==> src/rtl/button_pkg.sv <==
// Shared constants for the button debounce slice.
package button_pkg;

    localparam int unsigned N_BTN_DEF    = 5;
    localparam int unsigned DEBOUNCE_DEF = 1000000;
    localparam int unsigned DEBOUNCE_SIM = 4;

endpackage : button_pkg

==> src/rtl/button_debounce_if.sv <==
// Button bundle between pad side and debouncer; BTN_LATCH_EN adds the sticky latch signals.
interface button_debounce_if #(
    parameter int unsigned N_BTN = 5
);
    logic [N_BTN-1:0] btn_raw;
    logic [N_BTN-1:0] btn_stable;
    logic [N_BTN-1:0] btn_press;
    logic [N_BTN-1:0] btn_release;
`ifdef BTN_LATCH_EN
    logic [N_BTN-1:0] btn_clr;
    logic [N_BTN-1:0] btn_latched;

    modport master (
        output btn_raw,
        output btn_clr,
        input  btn_stable,
        input  btn_press,
        input  btn_release,
        input  btn_latched
    );

    modport slave (
        input  btn_raw,
        input  btn_clr,
        output btn_stable,
        output btn_press,
        output btn_release,
        output btn_latched
    );
`else
    modport master (
        output btn_raw,
        input  btn_stable,
        input  btn_press,
        input  btn_release
    );

    modport slave (
        input  btn_raw,
        output btn_stable,
        output btn_press,
        output btn_release
    );
`endif
endinterface : button_debounce_if

==> src/rtl/btn_debounce_cell.sv <==
// One button channel: 2-flop synchronizer, debounce counter, stable level, edge pulses.
// With BTN_LATCH_EN a sticky "pressed since clear" flag is added.
module btn_debounce_cell #(
    parameter int unsigned DEBOUNCE_CYCLES = 4,
    parameter int unsigned CNT_W           = 2
) (
    input  logic clk,
    input  logic rst,
    input  logic raw,
`ifdef BTN_LATCH_EN
    input  logic clr,
    output logic latched,
`endif
    output logic stable,
    output logic press_pulse,
    output logic release_pulse
);

    logic             sync0;
    logic             sync1;
    logic [CNT_W-1:0] cnt;
    logic             accept_c;

    assign accept_c = (sync1 != stable) && (cnt == CNT_W'(DEBOUNCE_CYCLES - 1));

    always_ff @(posedge clk) begin
        if (!rst) begin
            sync0 <= 1'b0;
            sync1 <= 1'b0;
        end else begin
            sync0 <= raw;
            sync1 <= sync0;
        end
    end

    // Any cycle agreeing with the stable level restarts the count.
    always_ff @(posedge clk) begin
        if (!rst) begin
            cnt           <= '0;
            stable        <= 1'b0;
            press_pulse   <= 1'b0;
            release_pulse <= 1'b0;
        end else begin
            press_pulse   <= 1'b0;
            release_pulse <= 1'b0;
            if (sync1 == stable) begin
                cnt <= '0;
            end else if (accept_c) begin
                cnt           <= '0;
                stable        <= sync1;
                press_pulse   <= sync1;
                release_pulse <= ~sync1;
            end else begin
                cnt <= cnt + CNT_W'(1);
            end
        end
    end

`ifdef BTN_LATCH_EN
    // Set on an accepted press; set wins over a simultaneous clear.
    always_ff @(posedge clk) begin
        if (!rst) begin
            latched <= 1'b0;
        end else if (accept_c && sync1) begin
            latched <= 1'b1;
        end else if (clr) begin
            latched <= 1'b0;
        end
    end
`endif

endmodule : btn_debounce_cell

==> src/rtl/button_debounce.sv <==
// Debounces N_BTN raw pushbutton pads into stable levels and press/release pulses.
// Optional macro BTN_LATCH_EN adds per-channel sticky press latches with clear.
module button_debounce
    import button_pkg::*;
#(
    parameter int unsigned N_BTN           = N_BTN_DEF,
    parameter int unsigned DEBOUNCE_CYCLES = DEBOUNCE_DEF
) (
    input  logic             clk,
    input  logic             rst,
    button_debounce_if.slave bus
);

    localparam int unsigned CNT_W = $clog2(DEBOUNCE_CYCLES);

    logic [N_BTN-1:0] stable_v;
    logic [N_BTN-1:0] press_v;
    logic [N_BTN-1:0] release_v;
`ifdef BTN_LATCH_EN
    logic [N_BTN-1:0] latched_v;
`endif

    for (genvar i = 0; i < int'(N_BTN); i++) begin : g_ch
        btn_debounce_cell #(
            .DEBOUNCE_CYCLES(DEBOUNCE_CYCLES),
            .CNT_W          (CNT_W)
        ) u_cell (
            .clk          (clk),
            .rst          (rst),
            .raw          (bus.btn_raw[i]),
`ifdef BTN_LATCH_EN
            .clr          (bus.btn_clr[i]),
            .latched      (latched_v[i]),
`endif
            .stable       (stable_v[i]),
            .press_pulse  (press_v[i]),
            .release_pulse(release_v[i])
        );
    end

    assign bus.btn_stable  = stable_v;
    assign bus.btn_press   = press_v;
    assign bus.btn_release = release_v;
`ifdef BTN_LATCH_EN
    assign bus.btn_latched = latched_v;
`endif

endmodule : button_debounce
==> src/flat_wrapper.sv <==
// flat-port wrapper written by rule: the top's interface ports become plain ports
module button_debounce_flat import button_pkg::*;
#(
    parameter int unsigned N_BTN           = N_BTN_DEF,
    parameter int unsigned DEBOUNCE_CYCLES = DEBOUNCE_DEF
)
  (clk, rst, bus_btn_raw, bus_btn_stable, bus_btn_press, bus_btn_release);
  button_debounce_if #(.N_BTN(N_BTN)) bus_i ();
  input  logic clk;
  input  logic rst;
  input wire logic [$bits(bus_i.btn_raw)-1:0] bus_btn_raw;
  output wire logic [$bits(bus_i.btn_stable)-1:0] bus_btn_stable;
  output wire logic [$bits(bus_i.btn_press)-1:0] bus_btn_press;
  output wire logic [$bits(bus_i.btn_release)-1:0] bus_btn_release;
  assign bus_i.btn_raw = bus_btn_raw;
  assign bus_btn_stable = bus_i.btn_stable;
  assign bus_btn_press = bus_i.btn_press;
  assign bus_btn_release = bus_i.btn_release;
  button_debounce #(.N_BTN(N_BTN), .DEBOUNCE_CYCLES(DEBOUNCE_CYCLES)) u_core (.clk(clk), .rst(rst), .bus(bus_i));
endmodule
==> config.mk <==
export PLATFORM = sky130hd
export DESIGN_NAME = button_debounce_flat
export DESIGN_NICKNAME = d
export VERILOG_FILES = /design/src/rtl/button_pkg.sv /design/src/rtl/button_debounce_if.sv /design/src/rtl/btn_debounce_cell.sv /design/src/rtl/button_debounce.sv /design/src/flat_wrapper.sv
export SDC_FILE = /design/constraint.sdc
export NUM_CORES = 1
export LEC_CHECK = 0
export ABC_AREA = 1
export CORE_MARGIN = 2
export CORE_UTILIZATION = 30
export CTS_BUF_LIST = sky130_fd_sc_hd__clkbuf_4 sky130_fd_sc_hd__clkbuf_8
export DETAILED_ROUTE_END_ITERATION = 8
export DONT_BUFFER_PORTS = 1
export HOLD_SLACK_MARGIN = 0.15
export SYNTH_ARGS = -nofsm -noshare
export SYNTH_HDL_FRONTEND = slang
export SYNTH_SLANG_ARGS = --single-unit
export TNS_END_PERCENT = 50
==> constraint.sdc <==
create_clock -name clk -period 1.4 [get_ports clk]
set_input_delay 0.35 -clock clk [delete_from_list [all_inputs] [get_ports clk]]
set_output_delay 0.35 -clock clk [all_outputs]
set_load 0.005 [all_outputs]
==> results.sh <==
export IMPL_hold_end="u_core.g_ch[3].u_cell.sync1"
export IMPL_setup_worst_path_end_class="flop"
export IMPL_internal_power_mw=5.41
export IMPL_yosysWarnings=0
export IMPL_ys_ff_latch=125
export IMPL_io_pins=22
export IMPL_drive_above_1_share=0.178
export IMPL_die_x_um=148
export IMPL_whs_path_depth=3
export IMPL_whs_ns=0.195
export IMPL_syn_num_nets=924
export IMPL_dr_pass1_iters=6
export IMPL_dpl_cell_area_um2=6670
export IMPL_cp_required_ns=1.73
export IMPL_fp_dieH_um=148
export IMPL_gp_congestion=0.821
export IMPL_fin_util=0.365
export IMPL_cts_buffers=17
export IMPL_synth_cell_type_count=28
export IMPL_grt_start_max_net_pins=24
export IMPL_final_nets=965
export IMPL_min_period_ns=1.34
export IMPL_place_hpwl_um=9720
export IMPL_report_final_slew_viol_count=0
export IMPL_area_growth_pct=19.1
export IMPL_rrSetupSlack_ns=0.06
export IMPL_p_sw_frac=0.212
export IMPL_ir_drop_mv=0.494
export IMPL_start_kind="flop"
export IMPL_timing_rr_start="u_core.g_ch[4].u_cell.cnt[0]"
export IMPL_synth_ff_type="dfxtp_1"
export IMPL_grt_use_total=0.130
export IMPL_overflow=0
export IMPL_dp_cells=1188
export IMPL_syn_avg_cell_area_um2=6.85
export IMPL_cts_tree="built"
export IMPL_drtAntennaViolNets=0
export IMPL_syn_area_um2=6250
export IMPL_synthArstFlopShare=0
export IMPL_clockPowerShare=0.460
export IMPL_cts_buffer_depth=2
export IMPL_setup_ws_ns=0.0561
export IMPL_hold_violations=0
export IMPL_std_cell_rows=52
export IMPL_fin_crit_sh=0.960
export IMPL_r2r_end="u_core.g_ch[4].u_cell.cnt[15]"
export IMPL_ff2ff_path_depth=7
export IMPL_synth_area_top_cells="dfxtp_1 (40%), nor2_1 (13%), nand2_1 (13%), inv_1 (5.4%), xor2_1 (4.8%)"
export IMPL_synthTopCellsByCount="nor2_1 (222), nand2_1 (217), dfxtp_1 (125), inv_1 (90), nand3_1 (59)"
export IMPL_dieArea_um2=22000
export IMPL_clock_sinks=125
export IMPL_grt_pass1_vias=4943
export IMPL_synth_edff_count=0
export IMPL_rsz0062_at_grt="yes"
export IMPL_p_leak_nw=2.53
export IMPL_clkLatencyLatePin_ns=0.44
export IMPL_syn_inst=912
export IMPL_port_buffers=0
export IMPL_path_clk_slew_ns=0.07
export IMPL_path_max_fanout=8
export IMPL_p_sw_mw=1.45
export IMPL_synthMostInstantiatedCell="nor2_1"
export IMPL_status="completed"
export IMPL_final_cells=1235
export IMPL_cts_max_level=4
export IMPL_preCtsSetupSlack_ns=-0.0530
export IMPL_hold_path_startpoint="rst"
export IMPL_worst_hold_path_type="input pin to flop"
export IMPL_skew_ns=0.0136
export IMPL_path_class="flop to flop"
export IMPL_core_um2=20400
export IMPL_p_total_mw=6.86
export IMPL_power_frac_seq=0.523
export IMPL_ys_seq_area_frac=0.401
export IMPL_tns_ns=0
export IMPL_critPathArrivalTime_ns=1.67
export IMPL_yosys_area_top_type="dfxtp_1"
export IMPL_slew_headroom=0.792
export IMPL_wl_um=14000
export IMPL_vias_per_cell=4.39
export IMPL_grt_antenna_before_repair=0
export IMPL_p_per_area_nw_per_um2=922
export IMPL_drt_iter0_drc=247
export IMPL_n_antenna_cell=0
export IMPL_wl_per_cell_um=11.3
export IMPL_grt_pass1_wl_um=23200
export IMPL_start_util=0.307
export IMPL_final_cell_area_um2=7440
export IMPL_combPwrFrac=0.017
export IMPL_num_vias=5422
export IMPL_max_cap_violations=0
export IMPL_clock_fmax_mhz=744
export IMPL_setup_viol=0
export IMPL_worst_pin_slew_ns=0.310
export IMPL_drc_errors=0
export IMPL_synth_top_cell_area_share=0.401
export IMPL_cts_root_buf="clkbuf_8"
==> power groups by stage <==
stage,Clock (mW),Combinational (mW),Sequential (mW)
after detailed placement,0,0.0727,3.66
after floorplan,0,0.0564,3.66
after CTS,3.27,0.106,3.58
after global placement,0,0.0729,3.66
after global routing,3.42,0.132,3.58
final,3.16,0.118,3.59
==> worst max-delay path, cell delays in order (launching register included) <==
cell	delay [ns]
dfxtp_1	0.34
ha_2	0.19
nand3_2	0.13
nor2_2	0.13
nand3_1	0.11
nand3_2	0.13
buf_6	0.15
nor2_1	0.05
==> cells in the final DEF (no fill, tap or decap), types with 2 or more instances in the layout <==
cell type,Yosys,routed
or2_2,2,2
buf_12,0,3
nor3_2,0,2
o21ai_0,7,5
nor2_2,10,23
nand3_4,0,3
clkbuf_8,0,20
a21oi_1,25,24
o21ai_1,2,4
nor2_4,7,10
inv_2,2,4
dfxtp_2,0,26
nor3_1,6,4
xor2_1,34,34
nand4_1,23,23
clkinv_2,0,4
xnor2_1,20,20
bufinv_16,0,2
nor2_1,222,206
ha_2,0,2
dfxtp_1,125,99
dlygate4sd3_1,0,6
inv_1,90,88
buf_4,19,34
nand3_2,11,10
nand3_1,59,57
or2_0,4,4
nand2_2,6,9
ha_4,0,3
nand2_1,217,214
buf_6,2,7
o21bai_1,3,3
clkbuf_4,0,4
==> sequential cells by signal, summed over array words and instances (netlist names) <==
name,flops
u_core.g_ch.u_cell.cnt,100
u_core.g_ch.u_cell.press_pulse,5
u_core.g_ch.u_cell.release_pulse,5
u_core.g_ch.u_cell.stable,5
u_core.g_ch.u_cell.sync0,5
u_core.g_ch.u_cell.sync1,5
==> layer usage <==
| metal | part of all wire | GRT usage |
|---|---|---|
| met1 | 0.47 | 0.166 |
| met2 | 0.46 | 0.209 |
| met3 | 0.045 | 0.0411 |
| met4 | 0.020 | 0.0443 |
| met5 | 0 | 0 |
==> worst max-delay path by stage <==
stage | start | end | cells after the start
2_1_floorplan | u_core.g_ch[1].u_cell.cnt[0] | u_core.g_ch[1].u_cell.cnt[0] | 7
3_3_place_gp | u_core.g_ch[3].u_cell.cnt[0] | u_core.g_ch[3].u_cell.stable | 8
3_5_place_dp | u_core.g_ch[3].u_cell.cnt[1] | u_core.g_ch[3].u_cell.stable | 8
4_1_cts | u_core.g_ch[3].u_cell.cnt[1] | u_core.g_ch[3].u_cell.stable | 8
5_1_grt | u_core.g_ch[0].u_cell.cnt[1] | u_core.g_ch[0].u_cell.cnt[16] | 7
6_report | u_core.g_ch[4].u_cell.cnt[0] | u_core.g_ch[4].u_cell.cnt[15] | 7
==> what timing repair did <==
action | in CTS | in global routing
pin swaps | 0 | 9
gates resized for setup | 1 | 78
hold buffers | 7 | 0
setup endpoints to repair | 6 | 109
buffers inserted | 0 | 6
gates cloned | 0 | 3
hold endpoints to repair | 25 | 0
==> cell families (layout without fill, tap and decap cells) <==
group           after synthesis  after routing  synth area share
flops                       125            125             0.401
compound gates               38             38            0.0326
buf+inv                     121            174            0.0877
fa+ha+maj                     5              5            0.0100
simple gates                569            569             0.393
xor+xnor                     54             54            0.0757
==> final cells by class <==
class	instances	area, um2
well taps	270	338
flip-flops and latches	125	2530
inverters	92	345
fillers	2163	12900
multi-input cells	666	3350
clock buffers	24	305
clock inverters	7	87.6
repair buffers	51	479
Note: power is estimated with default switching activity, not from simulation.
